**src/rtl/rename_map_table_ckpt.sv**
```systemverilog
// Register rename map table with RenameWidth-wide lookup/forwarding and a circular buffer of branch checkpoints.
// Optional macro MAP_TABLE_X0_HARDWIRED_EN pins architectural register 0 to physical tag 0.
module rename_map_table_ckpt #(
  parameter int NumArchRegs = 32,
  parameter int NumPhysRegs = 64,
  parameter int RenameWidth = 2,
  parameter int NumCkpts    = 4,
  localparam int AW = $clog2(NumArchRegs),
  localparam int PW = $clog2(NumPhysRegs),
  localparam int CW = $clog2(NumCkpts)
) (
  input  logic                      clk_i,
  input  logic                      rst_i,
  output logic                      ready_o,
  input  logic [RenameWidth-1:0]    valid_i,
  input  logic [RenameWidth*AW-1:0] rs1_i,
  input  logic [RenameWidth*AW-1:0] rs2_i,
  input  logic [RenameWidth*AW-1:0] rd_i,
  input  logic [RenameWidth*PW-1:0] phys_rd_i,
  output logic [RenameWidth*PW-1:0] phys_rs1_o,
  output logic [RenameWidth*PW-1:0] phys_rs2_o,
  output logic [RenameWidth*PW-1:0] old_rd_o,
  input  logic                      ckpt_req_i,
  output logic                      ckpt_gnt_o,
  output logic [CW-1:0]             ckpt_id_o,
  output logic                      ckpt_full_o,
  input  logic                      free_i,
  input  logic                      restore_i,
  input  logic [CW-1:0]             restore_id_i
);

`ifdef MAP_TABLE_X0_HARDWIRED_EN
  localparam logic X0Hard = 1'b1;
`else
  localparam logic X0Hard = 1'b0;
`endif

  typedef enum logic [0:0] {StInit = 1'b0, StRun = 1'b1} state_t;

  state_t          state, state_next;
  logic [AW-1:0]   init_cnt;
  logic [CW-1:0]   head, tail, head_n, tail_n, head_f, restore_off;
  logic [CW:0]     count, count_n, count_f;
  logic            full;
  logic            free_ok, restore_ok, rename_en;
  logic [PW-1:0]   map_q [NumArchRegs];
  logic [PW-1:0]   map_d [NumArchRegs];
  logic [PW-1:0]   ckpt_q [NumCkpts][NumArchRegs];

  // Whether a destination register takes part in renaming (x0 excluded when hardwired).
  function automatic logic rd_renamed(input logic [AW-1:0] rd);
    return !(X0Hard && (rd == {AW{1'b0}}));
  endfunction

  // Source lookup for slot k: youngest older same-group writer wins, else the table.
  function automatic logic [PW-1:0] lookup(input int k, input logic [AW-1:0] src);
    logic [PW-1:0] res;
    res = map_q[src];
    for (int j = 0; j < RenameWidth; j++) begin
      if ((j < k) && valid_i[j] && (rd_i[j*AW +: AW] == src) && rd_renamed(src)) begin
        res = phys_rd_i[j*PW +: PW];
      end else begin
        res = res;
      end
    end
    if (X0Hard && (src == {AW{1'b0}})) begin
      res = {PW{1'b0}};
    end else begin
      res = res;
    end
    return res;
  endfunction

  assign ready_o     = (state == StRun);
  assign ckpt_id_o   = tail;
  assign ckpt_full_o = full;

  // FSM next state: walk every table entry once, then run forever.
  always_comb begin
    state_next = state;
    case (state)
      StInit: begin
        if (init_cnt == AW'(NumArchRegs - 1)) state_next = StRun;
        else                                  state_next = StInit;
      end
      StRun:   state_next = StRun;
      default: state_next = StInit;
    endcase
  end

  // Combinational rename lookups for every slot.
  always_comb begin
    phys_rs1_o = '0;
    phys_rs2_o = '0;
    old_rd_o   = '0;
    for (int k = 0; k < RenameWidth; k++) begin
      phys_rs1_o[k*PW +: PW] = lookup(k, rs1_i[k*AW +: AW]);
      phys_rs2_o[k*PW +: PW] = lookup(k, rs2_i[k*AW +: AW]);
      old_rd_o[k*PW +: PW]   = lookup(k, rd_i[k*AW +: AW]);
    end
  end

  // Checkpoint pointer control; a free in the same cycle is applied before restore liveness is judged.
  always_comb begin
    free_ok     = free_i & ready_o & (count != {(CW+1){1'b0}});
    head_f      = head + CW'(free_ok);
    count_f     = count - (CW+1)'(free_ok);
    restore_off = restore_id_i - head_f;
    restore_ok  = restore_i & ready_o & ({1'b0, restore_off} < count_f);
    rename_en   = ready_o & ~restore_i;
    // A same-cycle free makes room for the new checkpoint even when full.
    ckpt_gnt_o  = ckpt_req_i & ready_o & ~restore_i & (~full | free_ok);
    head_n      = head_f;
    tail_n      = tail;
    count_n     = count_f;
    if (restore_ok) begin
      tail_n  = restore_id_i + CW'(1'b1);
      count_n = {1'b0, restore_off} + (CW+1)'(1'b1);
    end else if (ckpt_gnt_o) begin
      tail_n  = tail + CW'(1'b1);
      count_n = count_f + (CW+1)'(1'b1);
    end else begin
      tail_n  = tail;
      count_n = count_f;
    end
  end

  // Next map contents: identity fill, checkpoint restore, or in-order rename writes.
  always_comb begin
    map_d = map_q;
    if (state == StInit) begin
      map_d[init_cnt] = PW'(init_cnt);
    end else if (restore_ok) begin
      map_d = ckpt_q[restore_id_i];
    end else if (rename_en) begin
      for (int k = 0; k < RenameWidth; k++) begin
        if (valid_i[k] && rd_renamed(rd_i[k*AW +: AW])) begin
          map_d[rd_i[k*AW +: AW]] = phys_rd_i[k*PW +: PW];
        end else begin
          map_d = map_d;
        end
      end
    end else begin
      map_d = map_q;
    end
  end

  // Control state, pointers and full flag.
  always_ff @(posedge clk_i) begin
    if (rst_i) begin
      state    <= StInit;
      init_cnt <= {AW{1'b0}};
      head     <= {CW{1'b0}};
      tail     <= {CW{1'b0}};
      count    <= {(CW+1){1'b0}};
      full     <= 1'b0;
    end else begin
      state    <= state_next;
      init_cnt <= (state == StInit) ? init_cnt + AW'(1'b1) : init_cnt;
      head     <= head_n;
      tail     <= tail_n;
      count    <= count_n;
      full     <= (count_n == (CW+1)'(NumCkpts));
    end
  end

  // Map storage; contents are rebuilt by the init walk after reset.
  always_ff @(posedge clk_i) begin
    map_q <= map_d;
  end

  // Snapshot the post-rename map into the tail slot on a granted checkpoint.
  always_ff @(posedge clk_i) begin
    if (!rst_i && ckpt_gnt_o) begin
      ckpt_q[tail] <= map_d;
    end
  end

endmodule

```
**config.mk**
```make
export PLATFORM = sky130hd
export DESIGN_NAME = rename_map_table_ckpt
export DESIGN_NICKNAME = d
export VERILOG_FILES = /design/src/rtl/rename_map_table_ckpt.sv
export SDC_FILE = /design/constraint.sdc
export NUM_CORES = 2
export LEC_CHECK = 0
export CELL_PAD_IN_SITES_DETAIL_PLACEMENT = 0
export CELL_PAD_IN_SITES_GLOBAL_PLACEMENT = 1
export CORE_ASPECT_RATIO = 1.75
export CORE_MARGIN = 4
export CORE_UTILIZATION = 48
export CTS_BUF_LIST = sky130_fd_sc_hd__clkbuf_16
export CTS_CLUSTER_SIZE = 12
export DETAILED_ROUTE_END_ITERATION = 12
export PLACE_DENSITY = 0.78
export SYNTH_ARGS = -nofsm -noshare
export SYNTH_HDL_FRONTEND = slang
export SYNTH_SLANG_ARGS = --single-unit
```
**constraint.sdc**
```tcl
create_clock -name clk_i -period 28.6 [get_ports clk_i]
set_input_delay 5.72 -clock clk_i [delete_from_list [all_inputs] [get_ports clk_i]]
set_output_delay 5.72 -clock clk_i [all_outputs]
set_load 0.005 [all_outputs]
```
==> tab_implementation.tex <==
\begin{tabular}{lr}
\hline
Metric & Value \\
\hline
\multicolumn{2}{l}{\textbf{Layout}} \\
Synthesis-to-finish area growth & 8.834\% \\
Number of fill cells & between 9000 and 10000 \\
\# nets final & $\sim$4100 \\
Layout cell share with drive strength beyond 1 & 0.2037 \\
\multicolumn{2}{l}{\textbf{STA}} \\
Max-Slew Margin vs Limit & 0.06771 \\
Endpoints failing setup & 0 \\
Minimum hold slack & about 0.57 ns \\
Unrepaired setup endpoints after global routing & no \\
Final TNS setup & 0 ns \\
Hold Fails Final Rpt & 0 \\
Minimum clock period & $\sim$15 ns \\
Portion of the clock cycle consumed by the worst path in the final layout & 0.5227 \\
Maximum operating frequency & 0.06689 GHz \\
Slew Viols, Final & 0 \\
Setup skew after layout & around 0.032 ns \\
Worst-margin pin slew & $\sim$1.4 ns \\
\multicolumn{2}{l}{\textbf{Floorplan}} \\
I/O pin total & 92 \\
Site row count & between 150 and 200 \\
Effective utilization at floorplan & 0.4829 \\
Placeable Area & approximately 0.11 mm\^{}2 \\
Die width & between 200 and 300 um \\
Die Span Y & approximately 450 um \\
Die footprint & about 0.12 mm\^{}2 \\
\multicolumn{2}{l}{\textbf{Yosys}} \\
Number of nets in the synthesized netlist & roughly 4300 \\
Top cell type's share of synthesized area & 0.4235 \\
Yosys reg bits & roughly 1000 \\
Cell with the most instances after synthesis & sky130\_fd\_sc\_hd\_\_edfxtp\_1 \\
Share of the yosys chip area belonging to registers & 0.4992 \\
Post-Syn Area per Cell & roughly 13 um\^{}2 \\
Post-synthesis cell type with the largest combined area & sky130\_fd\_sc\_hd\_\_edfxtp\_1 \\
Post-synthesis instance total & between 4000 and 5000 \\
Share of flip-flops with an asynchronous set or reset after synthesis & 0 \\
Prevailing post-synth register cell & sky130\_fd\_sc\_hd\_\_edfxtp\_1 \\
Ranking of synthesized cells by instance count & sky130\_fd\_sc\_hd\_\_edfxtp\_1 (768), sky130\_fd\_sc\_hd\_\_mux4\_2 (507), sky130\_fd\_sc\_hd\_\_o21ai\_0 (424), sky130\_fd\_sc\_hd\_\_nand3\_1 (349), sky130\_fd\_sc\_hd\_\_clkbuf\_1 (337) \\
Area contributors post-synth & sky130\_fd\_sc\_hd\_\_edfxtp\_1 (42\%), sky130\_fd\_sc\_hd\_\_mux4\_2 (21\%), sky130\_fd\_sc\_hd\_\_dfxtp\_1 (7.6\%) \\
Summed instance area of the synthesized netlist & around 0.054 mm\^{}2 \\
EDFF count, synth & approximately 770 \\
Count of cell types in the netlist & 72 \\
YS warnings & 0 \\
\multicolumn{2}{l}{\textbf{Clocking}} \\
TritonCTS clock tree & done \\
Root Driver & sky130\_fd\_sc\_hd\_\_clkbuf\_16 \\
Clock tree buffer depth & 3 \\
Setup bufs post-CTS & 0 \\
CTS HTree Levels & 3 \\
Count of clock tree sinks & around 970 \\
Worst-skew pair later-pin latency & between 0.7 and 0.8 ns \\
Hold buffer count at CTS & 0 \\
Reg clk slew, reported paths & roughly 0.06 ns \\
Total CTS buffers & 95 \\
Post-CTS sizing & 0 \\
\multicolumn{2}{l}{\textbf{Worst hold path}} \\
Cell count of the worst hold path & 2 \\
Min-Delay Endpoint & head[1] \\
Origin of the worst min-delay path & head[1] \\
Type of the most critical hold path & reg2reg \\
\multicolumn{2}{l}{\textbf{Power and ir drop}} \\
Combinational power share & 0.204 \\
Power per Cell Area & 64.30 mW/mm\^{}2 \\
Worst IR Drop VDD & around 0.049 mV \\
Cell-internal power & between 2 and 3 mW \\
Switching pwr & about 1.2 mW \\
Total power draw & about 3.8 mW \\
Switch share & 0.3128 \\
Leakage power & roughly 19 nW \\
Sequential share of power & 0.489 \\
Fraction of power consumed by the clock network & 0.307 \\
\multicolumn{2}{l}{\textbf{Critical path}} \\
Arrival time of the worst setup path & slightly above 9 ns \\
Register-to-Register Path Depth & 13 \\
FF-to-FF setup slack & roughly 23 ns \\
Reg-to-reg critical path startpoint & ready\_o \\
Endpoint type of the worst setup path & output pin \\
Worst Path Class, Setup & in2out \\
Largest fanout on the critical path & 64 \\
Destination of the worst register-to-register timing path & ckpt\_q[1][22] \\
Critical path launch point type & primary input \\
Required time of the worst setup path & 22.88 ns \\
\multicolumn{2}{l}{\textbf{Detailed routing}} \\
Number of iterations in the first detailed-routing pass & 9 \\
Number of design rule violations left after detail routing & 0 \\
Via Count & $\sim$44000 \\
Drt via density & 7.737 \\
Detailed Route Iter0 Violations & between 6000 and 7000 \\
Routed length per placed instance & around 40 um \\
Remaining antenna violation count & 0 \\
Total wirelength of the detailed-routed design & around 220000 um \\
\multicolumn{2}{l}{\textbf{Global routing}} \\
Antenna violations before repair & 26 \\
Overall fraction of global-route tracks in use & 0.3677 \\
Wire length of the first global-routing pass & approximately 320000 um \\
Overall overflow remaining after global route & 0 \\
Vias in the first global route & 41900 \\
Maximum number of pins on one net before global-route repair & roughly 140 \\
\multicolumn{2}{l}{\textbf{Outcome}} \\
Result of the run & finished clean \\
\multicolumn{2}{l}{\textbf{Placed design}} \\
PortBufs & between 90 and 100 \\
GP Congestion & 1.049 \\
Half-perimeter wire length after detailed placement & $\sim$140000 um \\
\multicolumn{2}{l}{\textbf{Run}} \\
Max-Cap Viols & 0 \\
\hline
\end{tabular}
worst max path at each step:
stage,from,end,slack (ns),cells after the start
floorplan,restore_i,ckpt_q[0][0],1.27,4
global placement,rs1_i[7],phys_rs1_o[11],13.86,6
detailed placement,rs1_i[7],phys_rs1_o[11],13.95,6
CTS,rs1_i[7],phys_rs1_o[11],13.92,6
global route,rd_i[3],old_rd_o[8],13.62,7
finish,rd_i[6],old_rd_o[9],13.65,8
cells in the final DEF (no fill, tap or decap), drive strengths merged, types with 98 or more instances in the layout:
cell type  instances
buf              158
nand3            349
a211o            102
a31oi            161
mux4             507
dfxtp            206
nor2             179
edfxtp           768
clkbuf            98
nand2            102
o21ai            426
a21oi            118
area by class of cell:
type                            count  area [um^2]  share of cell area
Inverter                           12        50.05           0.0008444
Clock inverter                     74        365.4            0.006164
Antenna cell                       22        55.05           0.0009289
Tap cell                         1485         1858             0.03135
Sequential cell                   974        27190              0.4588
Clock buffer                       98         2452             0.04138
Timing Repair Buffer              225         1874             0.03162
Multi-Input combinational cell   2735        25420              0.4290
power by group through the flow:
stage | Sequential, mW | Clock [mW] | Combinational (mW)
final | 1.86 | 1.17 | 0.778
after global routing | 1.85 | 1.24 | 0.811
after CTS | 1.83 | 1.18 | 0.752
after detailed placement | 1.86 | 0 | 0.748
after global placement | 1.86 | 0 | 0.735
after floorplan | 1.73 | 0 | 0.503
state kept, by name, indices dropped and copies added, names as in the netlist:
register	flops
ckpt_full_o	1
ckpt_q	768
ready_o	1
init_cnt	5
ckpt_id_o	2
head	2
map_q	192
count	3
cells by family (layout without fill, tap and decap cells):
logic type / Yosys count / in the layout / synth area share
DFF: 974 / 974 / 0.4992
muxes: 569 / 569 / 0.2215
adders and majority gates: 12 / 12 / 0.002757
other: 0 / 22 / 0
AOI/OAI and AO/OA: 1233 / 1233 / 0.1504
buffers and inverters: 483 / 409 / 0.03768
and+or+nand+nor: 894 / 894 / 0.08414
xor gates and xnor gates: 27 / 27 / 0.004342
critical path, cell delays in order:
cell                              delay (ns)
sky130_fd_sc_hd__buf_4                  0.15
sky130_fd_sc_hd__buf_4                  0.82
sky130_fd_sc_hd__mux4_2                 0.55
sky130_fd_sc_hd__nor3_1                 0.08
sky130_fd_sc_hd__nor4_1                 0.78
sky130_fd_sc_hd__a211oi_1               0.31
sky130_fd_sc_hd__a21oi_1                0.23
sky130_fd_sc_hd__clkdlybuf4s50_1        0.52
per-stage QoR:
stage | utilization | instances | cell area (um^2) | worst slack [ns]
4_1_cts | 0.5250 | 5603 | 59210 | 13.92
2_1_floorplan | - | 4192 | 54460 | 1.274
3_3_place_gp | 0.5000 | 5431 | 56400 | 13.86
3_5_place_dp | 0.5000 | 5431 | 56400 | 13.95
6_report | 0.5255 | 5625 | 59270 | 13.65
5_1_grt | 0.5251 | 5608 | 59230 | 13.62
layer usage:
| layer | global-route usage | part of all wire | routed length [um] | up-vias |
|---|---|---|---|---|
| met5 | 0.008875 | 0.00032 | 71 | - |
| met4 | 0.3022 | 0.10 | 23400 | 10 |
| met3 | 0.1095 | 0.12 | 26710 | 1144 |
| met2 | 0.5659 | 0.45 | 101100 | 3565 |
| met1 | 0.4260 | 0.33 | 73170 | 21860 |
| li1 | - | - | - | 16940 |
Power figures use the tool's default switching activity.
